## src/rtl/slant_tx_framer.sv

```systemverilog
// Buffers SlantMem transmit lanes in a word FIFO and emits framed bytes.
// Define SLANT_TX_CHKSUM_EN to append an XOR checksum byte to each packet.
module slant_tx_framer #(
    parameter int FIFO_DEPTH = 16,
    parameter int PKT_WORDS  = 4
) (
    input  logic                         clk,
    input  logic                         rstn,
    input  logic                         TransValid,
    input  logic [7:0]                   Trans0Data,
    input  logic [7:0]                   Trans1Data,
    input  logic [7:0]                   Trans2Data,
    input  logic [7:0]                   Trans3Data,
    output logic [7:0]                   TxData,
    output logic                         TxValid,
    input  logic                         TxReady,
    output logic                         TxSof,
    output logic                         TxEop,
    output logic [7:0]                   OvfCnt,
    output logic [$clog2(FIFO_DEPTH):0]  FifoLevel
);
    localparam int AW = $clog2(FIFO_DEPTH);
    localparam logic [AW:0] DEPTH_L = (AW+1)'(FIFO_DEPTH);
    localparam logic [AW:0] PKT_L   = (AW+1)'(PKT_WORDS);
    localparam logic [AW:0] LAST_W  = (AW+1)'(PKT_WORDS - 1);

    typedef enum logic [2:0] {IDLE, SYNC0, SYNC1, SEQ, PAYLOAD, CHK} state_t;

    state_t        state;
    logic [31:0]   mem [FIFO_DEPTH];
    logic [AW-1:0] wptr, rptr;
    logic [AW:0]   wcnt;
    logic [AW:0]   lvl_after;
    logic [1:0]    lane, lane_n;
    logic [7:0]    seq;
    logic [7:0]    pay_byte;
    logic [31:0]   rd_word, sel_word;
    logic          xfer, full, push, pop, last_word, start;
`ifdef SLANT_TX_CHKSUM_EN
    logic [7:0]    chk;
`endif

    always_comb begin
        xfer      = TxValid & TxReady;
        full      = (FifoLevel == DEPTH_L);
        push      = TransValid & ~full;
        pop       = xfer & (state == PAYLOAD) & (lane == 2'd3);
        last_word = (wcnt == LAST_W);
        lvl_after = FifoLevel - {{AW{1'b0}}, pop};
        start     = (lvl_after >= PKT_L);
        lane_n    = lane + 2'd1;
        rd_word   = mem[rptr];
        // Crossing into the next word: its lane 0 is already held in the FIFO
        sel_word  = (lane == 2'd3) ? mem[rptr + AW'(1)] : rd_word;
        pay_byte  = sel_word[{lane_n, 3'b000} +: 8];
    end

    always_ff @(posedge clk) begin
        if (push)
            mem[wptr] <= {Trans3Data, Trans2Data, Trans1Data, Trans0Data};
    end

    always_ff @(posedge clk or negedge rstn) begin
        if (!rstn) begin
            wptr      <= '0;
            rptr      <= '0;
            FifoLevel <= '0;
            OvfCnt    <= '0;
        end else begin
            if (push)
                wptr <= wptr + AW'(1);
            if (pop)
                rptr <= rptr + AW'(1);
            case ({push, pop})
                2'b10:   FifoLevel <= FifoLevel + (AW+1)'(1);
                2'b01:   FifoLevel <= FifoLevel - (AW+1)'(1);
                default: FifoLevel <= FifoLevel;
            endcase
            if (TransValid && full && OvfCnt != 8'hFF)
                OvfCnt <= OvfCnt + 8'd1;
        end
    end

    always_ff @(posedge clk or negedge rstn) begin
        if (!rstn) begin
            state   <= IDLE;
            TxValid <= 1'b0;
            TxData  <= 8'h00;
            TxSof   <= 1'b0;
            TxEop   <= 1'b0;
            seq     <= 8'h00;
            wcnt    <= '0;
            lane    <= 2'd0;
`ifdef SLANT_TX_CHKSUM_EN
            chk     <= 8'h00;
`endif
        end else begin
            unique case (state)
                IDLE: if (FifoLevel >= PKT_L) begin
                    state   <= SYNC0;
                    TxValid <= 1'b1;
                    TxData  <= 8'hA5;
                    TxSof   <= 1'b1;
                    TxEop   <= 1'b0;
                end
                SYNC0: if (xfer) begin
                    state  <= SYNC1;
                    TxData <= 8'h5A;
                    TxSof  <= 1'b0;
                end
                SYNC1: if (xfer) begin
                    state  <= SEQ;
                    TxData <= seq;
`ifdef SLANT_TX_CHKSUM_EN
                    chk    <= seq;
`endif
                end
                SEQ: if (xfer) begin
                    state  <= PAYLOAD;
                    TxData <= rd_word[7:0];
                    lane   <= 2'd0;
                    wcnt   <= '0;
`ifdef SLANT_TX_CHKSUM_EN
                    chk    <= chk ^ rd_word[7:0];
`else
                    TxEop  <= 1'b0;
`endif
                end
                PAYLOAD: if (xfer) begin
                    if (lane == 2'd3 && last_word) begin
`ifdef SLANT_TX_CHKSUM_EN
                        state  <= CHK;
                        TxData <= chk;
                        TxEop  <= 1'b1;
`else
                        seq <= seq + 8'd1;
                        if (start) begin
                            state  <= SYNC0;
                            TxData <= 8'hA5;
                            TxSof  <= 1'b1;
                            TxEop  <= 1'b0;
                        end else begin
                            state   <= IDLE;
                            TxValid <= 1'b0;
                            TxData  <= 8'h00;
                            TxEop   <= 1'b0;
                        end
`endif
                    end else begin
                        TxData <= pay_byte;
                        lane   <= lane_n;
                        if (lane == 2'd3)
                            wcnt <= wcnt + (AW+1)'(1);
`ifdef SLANT_TX_CHKSUM_EN
                        chk    <= chk ^ pay_byte;
`else
                        TxEop  <= last_word && (lane_n == 2'd3);
`endif
                    end
                end
`ifdef SLANT_TX_CHKSUM_EN
                CHK: if (xfer) begin
                    seq <= seq + 8'd1;
                    if (start) begin
                        state  <= SYNC0;
                        TxData <= 8'hA5;
                        TxSof  <= 1'b1;
                        TxEop  <= 1'b0;
                    end else begin
                        state   <= IDLE;
                        TxValid <= 1'b0;
                        TxData  <= 8'h00;
                        TxEop   <= 1'b0;
                    end
                end
`endif
                default: state <= IDLE;
            endcase
        end
    end
endmodule

```

## config.mk

```make
export PLATFORM = sky130hd
export DESIGN_NAME = slant_tx_framer
export DESIGN_NICKNAME = d
export VERILOG_FILES = /design/src/rtl/slant_tx_framer.sv
export SDC_FILE = /design/constraint.sdc
export NUM_CORES = 1
export LEC_CHECK = 0
export ABC_CLOCK_PERIOD_IN_PS = 4230
export CAP_MARGIN = 20
export CORE_UTILIZATION = 62
export DETAILED_ROUTE_END_ITERATION = 6
export PLACE_DENSITY = 0.84
export SLEW_MARGIN = 20
export SYNTH_ARGS = -nofsm -noshare
export SYNTH_HDL_FRONTEND = slang
export SYNTH_SLANG_ARGS = --single-unit
```

## constraint.sdc

```tcl
create_clock -name clk -period 4.23 [get_ports clk]
set_input_delay 0.423 -clock clk [delete_from_list [all_inputs] [get_ports clk]]
set_output_delay 0.423 -clock clk [all_outputs]
set_load 0.01 [all_outputs]
```

---- After elaboration in Yosys (flattened, before gate mapping) ----
Memories as Yosys holds them, arrays and structs flattened.
Cells that the tools add are included.
cells by class
  add/sub/neg operators ................... 9
  bitwise gates (word level) .............. 5
  muxes and demuxes ....................... 43
  shift-type cells ........................ 1
  eq/ne operators ......................... 21
  reduce and logical (&&, ||, !) cells .... 19
  magnitude comparators ................... 2
operators by type and width
  cell                                                               number
  two-way mux 8 bit                                                  7
  case mux 8 bit (5 select lines)                                    1
  two-way mux 32 bit                                                 1
  indexed part select 32 x 6 -> 8 bit                                1
  two-way mux 5 bit                                                  4
  case mux 5 bit (2 select lines)                                    2
  two-way mux 3 bit                                                  6
  AND reduction 6 bit                                                3
  adder 8 x 1 -> 8 bit, second input constant                        2
  inequality test 2 bit, second input constant                       8
  case mux 3 bit (5 select lines)                                    1
  two-way mux 1 bit                                                  14
  adder 5 x 1 -> 5 bit, second input constant                        2
  greater-or-equal comparator 5 x 3 -> 1 bit, second input constant  2
  AND reduction 5 bit                                                2
  adder 4 x 1 -> 4 bit, second input constant                        2
  inequality test 8 bit, second input constant                       1
  AND reduction 4 bit                                                2
  equality test 2 bit, second input constant                         3
  equality test 3 x 2 -> 1 bit, second input constant                2
  two-way mux 2 bit                                                  3
  case mux 1 bit (3 select lines)                                    2
  nonzero test 2 bit                                                 3
  nonzero test 3 bit                                                 2
  other kinds (17)                                                   24
word-level totals
  register bits ........................... 50
  bits of input ports ..................... 36
  memory bits (writable) .................. 512
  output and inout bits ................... 24
  word-level logic and storage cells ...... 113
  memories ................................ 1
memory list
  memory  words  width  rd ports  clocked after memory_dff  wr ports  line  text
  mem     16     32     2         0                         1         30    logic [31:0] mem [FIFO_DEPTH];

---- Logic depth before layout (Yosys ltp) ----
Gate-level depths: netlist (run 1).
  depth after elaboration ................. 9
  mapped depth ............................ 14
  mapped depth without buffers ............ 13

---- Least setup slack after synthesis (run 1) ----
Ideal clock, no wire load.
  path kind ............................... register to register
  start ................................... reg FifoLevel[3]
  end ..................................... mem mem[3][0], enable pin
  cell stages (with the launch flop) ...... 7
  period minus slack after synthesis ...... 3.970 ns
  data required time ...................... 3.769 ns
  setup time .............................. 0.461 ns
  data arrival time ....................... 3.509 ns
  slack ................................... 0.260 ns
  buffers on the path ..................... 1
  cell sequence ........................... dfrtp_1 -> nor2_1 -> and4_1 -> nor2b_1 -> clkbuf_1 -> nand2_1 -> nor3_1
on the way
  cells in the longest elaborated chain, start to end .. 5
ends and longest elaborated chain
  what                                     line  text
  start, declared                          20    output logic [$clog2(FIFO_DEPTH):0] FifoLevel
  start signal, assigned                   75    2'b10: FifoLevel <= FifoLevel + (AW+1)'(1);
  start signal, assigned                   76    2'b01: FifoLevel <= FifoLevel - (AW+1)'(1);
  start signal, assigned                   77    default: FifoLevel <= FifoLevel;
  equality test 5 bit                      45    full = (FifoLevel == DEPTH_L);
  inverter 1 bit                           46    push = TransValid & ~full;
  AND 1 bit                                46
  two-way mux 1 bit                        59    if (push)
  two-way mux 1 bit (implied by the code)  60    mem[wptr] <= {Trans3Data, Trans2Data, Trans1Data, Trans0Data};
  end, declared                            30
Every way passes these cells.

---- Worst setup path after layout (run 1) ----
  start ................................... reg rptr[1]
  end ..................................... reg TxData[7]
on the way
  cells in the longest elaborated chain, start to end .. 7
  elaborated cells on any way between the ends .. 8
  classes of those cells .................. 1 x add/sub; 1 x shift; 5 x mux; 1 x memory
ends and longest elaborated chain
  what                                 line  text
  start, declared                      31    logic [AW-1:0] wptr, rptr;
  start signal, assigned               73    rptr <= rptr + AW'(1);
  adder 4 x 1 -> 4 bit                 54    sel_word = (lane == 2'd3) ? mem[rptr + AW'(1)] : rd_word;
  memory (16 x 32 bit) *               --
  two-way mux 32 bit                   54
  indexed part select 32 x 6 -> 8 bit  55    pay_byte = sel_word[{lane_n, 3'b000} +: 8];
  two-way mux 8 bit                    130   if (lane == 2'd3 && last_word) begin
  two-way mux 8 bit                    129   PAYLOAD: if (xfer) begin
  case mux 8 bit (5 select lines) *    98    unique case (state)
  end signal, assigned                 113   TxData <= seq;
  end signal, assigned                 120   TxData <= rd_word[7:0];
  end signal, assigned                 150   TxData <= pay_byte;
  end, declared                        14    output logic [7:0] TxData,
Mark *: on every way between the ends. The rest lies on a longest branch, timed or not. The select of a mux whose other input is x is not followed.
A chain may end at the register's enable or synchronous reset.

==> out/results.tsv, run 1 <==
stage	metric	value	unit
outcome	status	finished, final reports clean	
global_route	grt_max_degree	111	
yosys	synth_area_leader_cell	edfxtp_1	
power_and_ir_drop	p_comb_share	18.0	%
setup_path	crit_arrival	3990	ps
yosys	netlist.area_leader.share	57.2	%
sta	worst_pin_slew	1010	ps
sta	finalCritPeriodShare	83.0	%
routing	drt-wirelength-per-cell	32.4	um
global_route	grt.total_usage	33.1	%
routing	drt_first_iter_violations	2478	
setup_path	path_cells	buf_4 > and2_1 > a221o_1 > a211oi_1 > or4_1 > a21oi_1 > o31ai_1	
yosys	synth_fp_nets	1543	
setup_path	path_max_fanout	22	
yosys	synth_compound_area_share	4.51	%
clock_tree	clock-sinks	562	
yosys	synth_edf_count	512	
sta	finalCriticalPeriod	3510	ps
sta	hold_viol	0	
clock_tree	numCtsBuffers	57	
setup_path	required	4720	ps
power_and_ir_drop	leakagePower	9.26	nW
yosys	synth_top_family_by_area	multiplexers	
clock_tree	clk_pin_slew	60	ps
setup_path	critPathTopFamily	simple AND/OR/NAND/NOR gates	
setup_path	worst_r2r_endpoint	TxData[7]	
placement	dp_cells	2076	
routing	viasPerCell	7.43	
setup_path	r2r_setup_slack	720	ps
yosys	postSynthAreaPerCell	18.0	um2
finish	syn_to_final_growth	11.6	%
routing	num_vias	16200	
flow_run	cap_violations	0	
floorplanning	start_util	63.5	%
power_and_ir_drop	netSwitchingPower	4.07	mW
yosys	synth_xor_area_share	1.13	%
power_and_ir_drop	ir_drop	0.367	mV
placement	gp_congestion	0.891	
setup_path	cpMaxStageDelayCell	dfrtp_4	
power_and_ir_drop	p_total	14.6	mW
yosys	async_reset_ff_share	8.90	%
global_route	antenna_found_initial	1	
setup_path	path_class	flip-flop to flip-flop	
yosys	synthFlopType	edfxtp_1	
yosys	ys_seq_area_share	61.9	%
global_route	grt_pass1_vias	16600	
clock_tree	cts_root_buf	clkbuf_16	
placement	post-dp-hpwl	41400	um
floorplanning	die_y	210	um
power_and_ir_drop	p_sw_share	27.9	%
clock_tree	cts.htree.levels	2	
global_route	grt_pass1_wl	106000	um
sta	max_slew_margin	32.7	%
setup_path	path_buf_inv	1	
yosys	synthAdderAreaFrac	0.819	%
yosys	synth_seq_cells	562	
setup_path	crit_path_start_kind	flip-flop	
yosys	syn_area	26900	um2
routing	totalWireLength	70600	um
sta	tns	0	ps
placement	portBuffers	59	
floorplanning	io_pins	60	
floorplanning	fp.coreArea	42300	um2
clock_tree	insertion_delay	620	ps
yosys	netlist_instances	1490	
yosys	ys_warn_count	0	
yosys	netlist_top_cells_area	edfxtp_1 57%, mux4_2 21%, dfrtp_1 4.7%, mux2i_1 2.9%, nand2_1 1.2%	
worst_hold_path	min_path_type	primary input to asynchronous set/reset pin	
sta	drv_slew	0	
power_and_ir_drop	p_int	10.5	mW
clock_tree	clock_path_buffers	3	
setup_path	timing.rr.start	rptr[1]	
clock_tree	cts_resized	0	
global_route	grt-ovfl-total	0	
sta	final-setup-viol-count	0	
setup_path	ff2ff_path_depth	7	
setup_path	max_stage_delay	760	ps
sta	fin_skew	21.8	ps
floorplanning	die_area	44200	um2
routing	drc_errors	0	
finish	stdcell_count	2178	
floorplanning	fp.dieW	210	um
power_and_ir_drop	pwr-share-clk	33.5	%
clock_tree	cts_tree	done	
power_and_ir_drop	power_density	488	nW/um2
clock_tree	cts_setup_buffers	0	
sta	max_freq	285	MHz
sta	rsz0062_at_grt	no	
setup_path	cp-end-kind	flip-flop	
routing	ant_nets	0	
finish	drive_above_1_share	26.6	%
yosys	synth.area.mux_share	24.6	%
finish	fin_nets	1612	
floorplanning	row_count	75	
routing	firstDrtPassIters	5	
yosys	yosys.area_share.simple	4.30	%
yosys	synth_cell_types	74	
power_and_ir_drop	power_frac_seq	48.5	%
-- area by class of cell --
type	instances	area, um2
multi-input combinational	806	9640
clock buffer	71	1520
antenna	1	2.50
tap	577	722
sequential	562	16600
timing repair buffer	114	1130
fill	2464	12300
clock inverter	29	273
inverter	18	67.6
-- metrics by stage --
step	hold slack (ps)	util [%]	setup slack, ps	cell area (um2)
after global placement	465	66.6	839	28200
after floorplan	127	-	260	26900
after CTS	482	70.8	790	30000
after global routing	496	70.8	635	30000
after detailed placement	484	66.6	855	28200
final	458	70.8	721	30000
-- power by group through the flow --
| stage | registers (mW) | logic, mW | clock network [mW] |
|---|---|---|---|
| finish | 7.09 | 2.63 | 4.90 |
| global route | 7.13 | 2.77 | 5.11 |
| CTS | 7.07 | 2.58 | 4.92 |
| detailed placement | 7.17 | 2.55 | 0 |
| global placement | 7.11 | 2.50 | 0 |
| floorplan | 7.05 | 1.54 | 0 |
-- flip-flops by register name, summed over array words and instances, names as in the netlist, 2 cells and up --
| name | cells |
|---|---|
| lane | 2 |
| wcnt | 5 |
| seq | 8 |
| TxData | 8 |
| OvfCnt | 8 |
| mem | 512 |
| wptr | 4 |
| FifoLevel | 5 |
| rptr | 4 |
| state | 3 |
-- per-layer routing --
layer	share of wire [%]	up-vias	wire [um]	GRT usage, %
li1	-	6359	-	-
met4	4.4	2	3070	14.4
met2	48	1330	34200	52.3
met5	0.018	-	13	0
met1	34	8277	24100	44.8
met3	13	225	9170	7.54
-- worst reg2reg max path, stage by stage, from the launching register on --
cell,delay [ps]
dfrtp_4,760
buf_4,470
and2_1,640
a221o_1,310
a211oi_1,130
or4_1,550
a21oi_1,380
o31ai_1,140
-- cell families (layout without fill, tap and decap cells) --
group,after synthesis,in the layout
xor gates and xnor gates,33,33
DFF,562,562
AOI/OAI and AO/OA,166,166
buffers and inverters,122,232
other,0,1
and+or+nand+nor,249,249
muxes,341,341
adders and majority gates,17,17
-- repair_timing --
action | 4_1_cts | 5_1_grt
endpoints found under the setup margin | 0 | 0
endpoints found under the hold margin | 50 | 0
hold buffers | 1 | 0
-- placed cells by master (no fill, tap or decap), drive strengths merged, types with 29 or more instances in the layout --
cell type | Yosys | final
edfxtp | 512 | 512
mux4 | 254 | 254
nand2 | 88 | 88
mux2i | 79 | 79
clkbuf | 38 | 71
clkdlybuf4s50 | 0 | 58
nor2 | 57 | 57
buf | 66 | 55
dfrtp | 50 | 50
nand3 | 32 | 32
o21ai | 29 | 29
-- cells in the mapped netlist (3+ instances only) --
master,number
o22ai_1,8
o211ai_1,5
a221o_1,6
mux2_2,7
buf_1,4
mux2i_1,79
buf_6,12
nor2b_1,10
a22oi_1,9
o31a_1,3
xor2_1,9
a211oi_1,8
a31oi_1,7
nand2_1,88
o21ai_0,27
buf_4,21
nand2b_1,4
ha_1,16
and3_1,6
and2_1,8
buf_2,21
nor2_1,57
inv_1,17
a311oi_1,4
edfxtp_1,512
o221ai_1,3
nand3_1,32
clkbuf_1,38
nor3_1,16
o21a_1,3
nand4_1,14
or2_2,3
buf_8,6
a21o_1,7
a221oi_1,17
xnor2_1,22
a21oi_1,28
dfrtp_1,50
mux4_2,253
o31ai_1,7
-- worst max path at each step --
stage	from	to	slack, ps	cells after the start
after floorplan	FifoLevel[3]	mem[3][0]	260	6
after global placement	rptr[1]	TxData[7]	840	7
after detailed placement	rptr[1]	TxData[7]	860	7
after CTS	rptr[1]	TxData[0]	790	7
after global routing	rptr[1]	TxData[7]	630	7
final	rptr[1]	TxData[7]	720	7
No activity file was read; power rests on OpenSTA's default activity.
==> inputs of run 2 (changes only) <==
--- a/config.mk
+++ b/config.mk
@@ -5,7 +5,7 @@
 export SDC_FILE = /design/constraint.sdc
 export NUM_CORES = 1
 export LEC_CHECK = 0
-export ABC_CLOCK_PERIOD_IN_PS = 4230
+export ABC_CLOCK_PERIOD_IN_PS = 3600
 export CAP_MARGIN = 20
 export CORE_UTILIZATION = 62
 export DETAILED_ROUTE_END_ITERATION = 6
==> constraint.sdc (replaced) <==
create_clock -name clk -period 3.6 [get_ports clk]
set_input_delay 0.36 -clock clk [delete_from_list [all_inputs] [get_ports clk]]
set_output_delay 0.36 -clock clk [all_outputs]
set_load 0.01 [all_outputs]
==> run 2 against run 1 <==
Compared with the run above:
- sequential cell count unchanged
- highest routed layer unchanged
- via count decreased by 0.36%
- utilization increased by 0.59 points
- critical path depth increased by 2
- global-route usage decreased by 0.31 points
- largest cell class unchanged
==> out/results.tsv, run 2 (synthesized netlist as in run 1, its figures left out) <==
stage	metric	value	unit	change
global_route	grt-ovfl-total	0		unchanged
placement	dp_cells	2082		was 2,076
routing	ant_nets	0		unchanged
clock_tree	cts.htree.levels	2		unchanged
setup_path	path_cells	ha_4 > buf_4 > mux4_2 > mux2i_1 > mux4_2 > nand2_1 > nand3_1 > o21ai_0 > a221o_1		was buf_4 > and2_1 > a221o_1 > a211oi_1 > or4_1 > a21oi_1 > o31ai_1
power_and_ir_drop	power_density	582	nW/um2	was 488 nW/um2
setup_path	cpMaxStageDelayCell	dfrtp_4		unchanged
sta	max_freq	319	MHz	was 285 MHz
finish	num-fill-cells	2393		was 2,464
placement	post-dp-hpwl	40100	um	was 41,400 um
setup_path	critPathTopFamily	multiplexers		was simple AND/OR/NAND/NOR gates
setup_path	cpMostUsedCell	mux4_2		
finish	largest_reg_flops	512		unchanged
setup_path	path_buf_inv	1		unchanged
placement	portBuffers	59		unchanged
clock_tree	numCtsBuffers	55		was 57
sta	rsz0062_at_grt	no		unchanged
power_and_ir_drop	leakagePower	9.36	nW	was 9.26 nW
power_and_ir_drop	p_int	12.7	mW	was 10.5 mW
routing	firstDrtPassIters	5		unchanged
clock_tree	cts_setup_buffers	0		unchanged
setup_path	required	4090	ps	was 4720 ps
floorplanning	io_pins	60		unchanged
sta	finalCritPeriodShare	87.0	%	was 83.0%
sta	max_slew_margin	34.9	%	was 32.7%
finish	drive_above_1_share	27.5	%	was 26.6%
routing	drt_first_iter_violations	2393		was 2,478
finish	stdcell_count	2188		was 2,178
power_and_ir_drop	netSwitchingPower	4.91	mW	was 4.07 mW
power_and_ir_drop	ir_drop	0.438	mV	was 0.367 mV
finish	top_register	mem		unchanged
global_route	grt_max_degree	129		was 111
setup_path	timing.rr.start	rptr[0]		was rptr[1]
setup_path	crit_arrival	3620	ps	was 3990 ps
sta	finalCriticalPeriod	3130	ps	was 3510 ps
clock_tree	cts_root_buf	clkbuf_16		unchanged
power_and_ir_drop	power_frac_seq	47.2	%	was 48.5%
sta	fin_skew	17.5	ps	was 21.8 ps
setup_path	path_max_fanout	36		was 22
floorplanning	start_util	63.5	%	unchanged
global_route	antenna_found_initial	2		was 1
routing	viasPerCell	7.37		was 7.43
sta	worst_pin_slew	976	ps	was 1010 ps
finish	final_cell_mix	512 x edfxtp_1, 253 x mux4_2, 88 x nand2_1		unchanged
setup_path	cp-startpoint	rptr[0]		was rptr[1]
routing	totalWireLength	70200	um	was 70,600 um
finish	finish.utilization	71.4	%	was 70.8%
outcome	status	finished, final reports clean		unchanged
clock_tree	insertion_delay	620	ps	about the same
routing	num_vias	16100		was 16.2k
sta	drv_slew	0		unchanged
finish	final_common_cell	edfxtp_1		unchanged
setup_path	max_stage_delay	540	ps	was 760 ps
routing	drc_errors	0		unchanged
floorplanning	fp.dieW	210	um	unchanged
finish	fin_nets	1616		was 1,612
setup_path	cp-end-kind	flip-flop		unchanged
power_and_ir_drop	pwr-share-clk	34.4	%	was 33.5%
clock_tree	clock_path_buffers	3		unchanged
sta	hold_viol	0		unchanged
floorplanning	row_count	75		unchanged
clock_tree	clk_pin_slew	70	ps	was 60 ps
sta	tns	0	ps	unchanged
setup_path	path_class	flip-flop to flip-flop		unchanged
floorplanning	die_y	210	um	unchanged
global_route	grt_pass1_wl	104000	um	was 106,000 um
floorplanning	fp.coreArea	42300	um2	unchanged
placement	gp_congestion	0.870		was 0.891
flow_run	cap_violations	0		unchanged
global_route	grt.total_usage	32.8	%	was 33.1%
floorplanning	die_area	44200	um2	unchanged
setup_path	crit_path_start_kind	flip-flop		unchanged
worst_hold_path	min_path_type	primary input to asynchronous set/reset pin		unchanged
global_route	grt_pass1_vias	16300		was 16.6k
clock_tree	clock-sinks	562		unchanged
power_and_ir_drop	p_comb_share	18.4	%	was 18.0%
finish	syn_to_final_growth	12.5	%	was 11.6%
clock_tree	cts_tree	done		unchanged
power_and_ir_drop	p_sw_share	27.9	%	about the same
routing	drt-wirelength-per-cell	32.1	um	was 32.4 um
sta	final-setup-viol-count	0		unchanged
run 2: cell types whose count changed in the layout (fill, tap and decap cells not counted), sizes merged:
cell      delta
buf          +6
bufinv       +3
clkinv       -5
clkinvlp     +3
diode        +1
inv          +2
run 2: per-stage QoR:
step / power [mW] / hold slack (ps) / cell area (um2) / setup slack (ps)
floorplan: 10.1 / 64.4 / 26900 / 485
global placement: 11.4 / 445 / 28300 / 593
detailed placement: 11.5 / 453 / 28300 / 524
CTS: 17.5 / 356 / 30200 / 484
global route: 18.0 / 400 / 30200 / 387
finish: 17.6 / 351 / 30200 / 468
run 2: area by class of cell:
cell class              count  area (um2)  share of cell area [%]
well taps                 577         722                    2.39
clock buffers              71        1530                    5.06
repair buffers            120        1220                    4.04
clock inverters            32         389                    1.29
flip-flops and latches    562       16600                    55.0
inverters                  18        67.6                   0.224
diodes                      2        5.00                  0.0166
multi-input cells         806        9660                    32.0
run 2: worst paths after layout:
kind / endpoint / slack (ps) / cells after the start
min in group clk: seq[7] / 480 / 1
max in group asynchronous: TxData[7] / 2360 / 3
setup reg to reg: TxData[3] / 470 / 9
hold / removal: OvfCnt[0] / 350 / 2
setup / recovery: TxData[3] / 470 / 9
hold reg to reg: seq[7] / 480 / 1
run 2: timing repair:
action | CTS | global route
hold buffers | 1 | 0
resized for setup | 0 | 0
endpoints found under the hold margin | 26 | 0
run 2: metal layers:
| layer | track usage [%] | up-vias | wire length, um | part of all wire, % |
|---|---|---|---|---|
| li1 | - | 6378 | - | - |
| met2 | 50.5 | 1269 | 33200 | 47 |
| met3 | 7.76 | 309 | 8920 | 13 |
| met5 | 0 | - | 13 | 0.019 |
| met4 | 16.5 | 2 | 3890 | 5.5 |
| met1 | 44.4 | 8176 | 24200 | 34 |
run 2: power groups by stage:
stage	clock (mW)	combinational, mW	sequential [mW]
detailed placement	0	3.13	8.41
floorplan	0	1.83	8.27
global placement	0	3.06	8.35
CTS	6.09	3.16	8.29
finish	6.06	3.23	8.31
global route	6.32	3.37	8.36
==> inputs of run 3 (changes only) <==
--- a/config.mk
+++ b/config.mk
@@ -8,6 +8,7 @@
 export ABC_CLOCK_PERIOD_IN_PS = 3600
 export CAP_MARGIN = 20
 export CORE_UTILIZATION = 62
+export CTS_CLUSTER_SIZE = 10
 export DETAILED_ROUTE_END_ITERATION = 6
 export PLACE_DENSITY = 0.84
 export SLEW_MARGIN = 20
==> run 3 against run 2 <==
Compared with the run above:
- sequential power is essentially flat
- non-clock buffer count is the same
- sequential share of layout area is essentially flat
- hold slack gained 33 ps
- fmax shrank 0.43%
- combinational power is essentially flat
- final area is essentially flat
- sequential cell count is the same
- worst setup slack lost 14 ps
- first-iteration DRC count grew 3.4%
- global-route usage grew 0.56 points
- critical endpoint unchanged
==> out/results.tsv, run 3 (synthesized netlist as in run 1, its figures left out) <==
stage	metric	value	unit	change
routing	top_layer	met5		unchanged
placement	place_area	28300	um2	unchanged
routing	drc_errors	0		unchanged
power_and_ir_drop	power_density	584	nW/um2	was 582 nW/um2
sta	worst_pin_slew	926	ps	was 976 ps
clock_tree	clk_pin_slew	60	ps	was 70 ps
floorplanning	die_area	44200	um2	unchanged
routing	drt_first_iter_violations	2475		was 2,393
setup_path	path_class	flip-flop to flip-flop		unchanged
sta	max_freq	318	MHz	was 319 MHz
clock_tree	insertion_delay	590	ps	was 620 ps
routing	wl_met3	9240	um	was 8920 um
sta	max_slew_margin	38.3	%	was 34.9%
setup_path	cp-end-kind	flip-flop		unchanged
routing	totalWireLength	71400	um	was 70,200 um
clock_tree	cts.htree.levels	3		was 2
power_and_ir_drop	p_total	17.7	mW	was 17.6 mW
setup_path	crit_path_start_kind	flip-flop		unchanged
clock_tree	numCtsBuffers	67		was 55
sta	final-setup-viol-count	0		unchanged
routing	num_vias	16200		was 16.1k
routing	viasPerCell	7.41		was 7.37
setup_path	path_max_fanout	36		unchanged
setup_path	path_cells	ha_4 > buf_4 > mux4_2 > mux2i_1 > mux4_2 > nand2_1 > nand3_1 > o21ai_0 > a221o_1		unchanged
finish	final_area	30200	um2	about the same
global_route	grt-ovfl-total	0		unchanged
sta	finalCritPeriodShare	87.4	%	was 87.0%
sta	rsz0062_at_grt	no		unchanged
global_route	grt_max_degree	129		unchanged
floorplanning	fp.dieW	210	um	unchanged
routing	ant_nets	0		unchanged
power_and_ir_drop	ir_drop	0.321	mV	was 0.438 mV
placement	portBuffers	59		unchanged
setup_path	max_stage_delay	540	ps	about the same
floorplanning	row_count	75		unchanged
sta	drv_slew	0		unchanged
placement	post-dp-hpwl	40100	um	unchanged
routing	drt-wirelength-per-cell	32.5	um	was 32.1 um
setup_path	cpMaxStageDelayCell	dfrtp_4		unchanged
global_route	grt_pass1_vias	16700		was 16.3k
finish	drive_above_1_share	26.4	%	was 27.5%
finish	final_cell_mix	512 x edfxtp_1, 253 x mux4_2, 88 x nand2_1		unchanged
setup_path	cpMostUsedCell	mux4_2		unchanged
routing	wl_met2	33800	um	was 33,200 um
clock_tree	clock_path_buffers	3		unchanged
clock_tree	cts_root_buf	clkbuf_16		unchanged
floorplanning	start_util	63.5	%	unchanged
finish	num-fill-cells	2381		was 2,393
finish	finish.utilization	71.4	%	about the same
finish	final_common_cell	edfxtp_1		unchanged
setup_path	path_buf_inv	1		unchanged
floorplanning	die_y	210	um	unchanged
power_and_ir_drop	leakagePower	9.36	nW	about the same
finish	syn_to_final_growth	12.5	%	about the same
sta	hold_viol	0		unchanged
sta	finalCriticalPeriod	3150	ps	was 3130 ps
clock_tree	clock-sinks	562		unchanged
setup_path	crit_arrival	3590	ps	was 3620 ps
setup_path	required	4050	ps	was 4090 ps
setup_path	critPathTopFamily	multiplexers		unchanged
global_route	antenna_found_initial	2		unchanged
outcome	status	finished, final reports clean		unchanged
global_route	grt_pass1_wl	106000	um	was 104,000 um
clock_tree	cts_resized	0		unchanged
flow_run	cap_violations	0		unchanged
clock_tree	cts_tree	done		unchanged
sta	fin_skew	20.6	ps	was 17.5 ps
global_route	grt.total_usage	33.3	%	was 32.8%
routing	wl_met1	24300	um	was 24,200 um
routing	firstDrtPassIters	6		was 5
finish	top_register	mem		unchanged
worst_hold_path	min_path_type	primary input to asynchronous set/reset pin		unchanged
placement	gp_congestion	0.870		unchanged
floorplanning	io_pins	60		unchanged
floorplanning	fp.coreArea	42300	um2	unchanged
sta	tns	0	ps	unchanged
finish	fin_nets	1628		was 1,616
finish	largest_reg_flops	512		unchanged
-- run 3: changes by cell type in the layout (fill, tap and decap cells not counted), sizes merged --
| cell | previous run | this run |
|---|---|---|
| diode | 2 | 1 |
| clkinvlp | 5 | 0 |
| inv | 21 | 18 |
| clkinv | 16 | 7 |
| bufinv | 8 | 0 |
| clkbuf | 71 | 102 |
-- run 3: final timing paths --
path	from	to	slack, ps	cells past startpoint
worst max register to register	rptr[0]	TxData[3]	450	9
max in group asynchronous	rstn	seq[0]	2340	3
min in group clk	TxSof	TxSof	480	1
worst min-delay path	rstn	TxEop	380	2
worst max-delay path	rptr[0]	TxData[3]	450	9
worst min register to register	TxSof	TxSof	480	1
-- run 3: repair_timing --
action	4_1_cts	5_1_grt
hold buffers	1	0
setup buffers	0	0
endpoints found under the hold margin	26	0
-- run 3: per-layer routing --
layer  GRT usage [%]  vias to the layer above
met5               0                        -
met4            17.3                        2
met1            44.4                     8233
met3            8.34                      301
met2            51.6                     1315
li1                -                     6396
-- run 3: area by class of cell --
class	count	area, um2	share of cell area (%)
Tap cell	577	722	2.39
Timing Repair Buffer	120	1220	4.04
Clock buffer	102	1890	6.26
Antenna cell	1	2.50	0.00828
Clock inverter	7	32.5	0.108
Sequential cell	562	16600	55.0
Inverter	18	67.6	0.223
Multi-Input combinational cell	806	9660	32.0
-- run 3: metrics by stage --
step                      worst slack [ps]  cells  hold WS (ps)
after floorplan                        485   1490          64.4
after global placement                 593   2082           445
after detailed placement               524   2082           453
after CTS                              502   2192           392
after global routing                   385   2192           435
final                                  454   2193           384
-- run 3: power by group --
part / total (mW) / leakage, nW / switching [mW] / internal [mW]
Clock: 6.10 / 0.928 / 2.50 / 3.59
Combinational: 3.25 / 3.17 / 2.01 / 1.23
Sequential: 8.32 / 5.27 / 0.434 / 7.88
-- run 3: worst reg2reg max path: stages (launching register included) --
cell and delay [ps]:
dfrtp_4 540, ha_4 450, buf_4 530, mux4_2 400, mux2i_1 170, mux4_2 260
nand2_1 80, nand3_1 140, o21ai_0 100, a221o_1 340
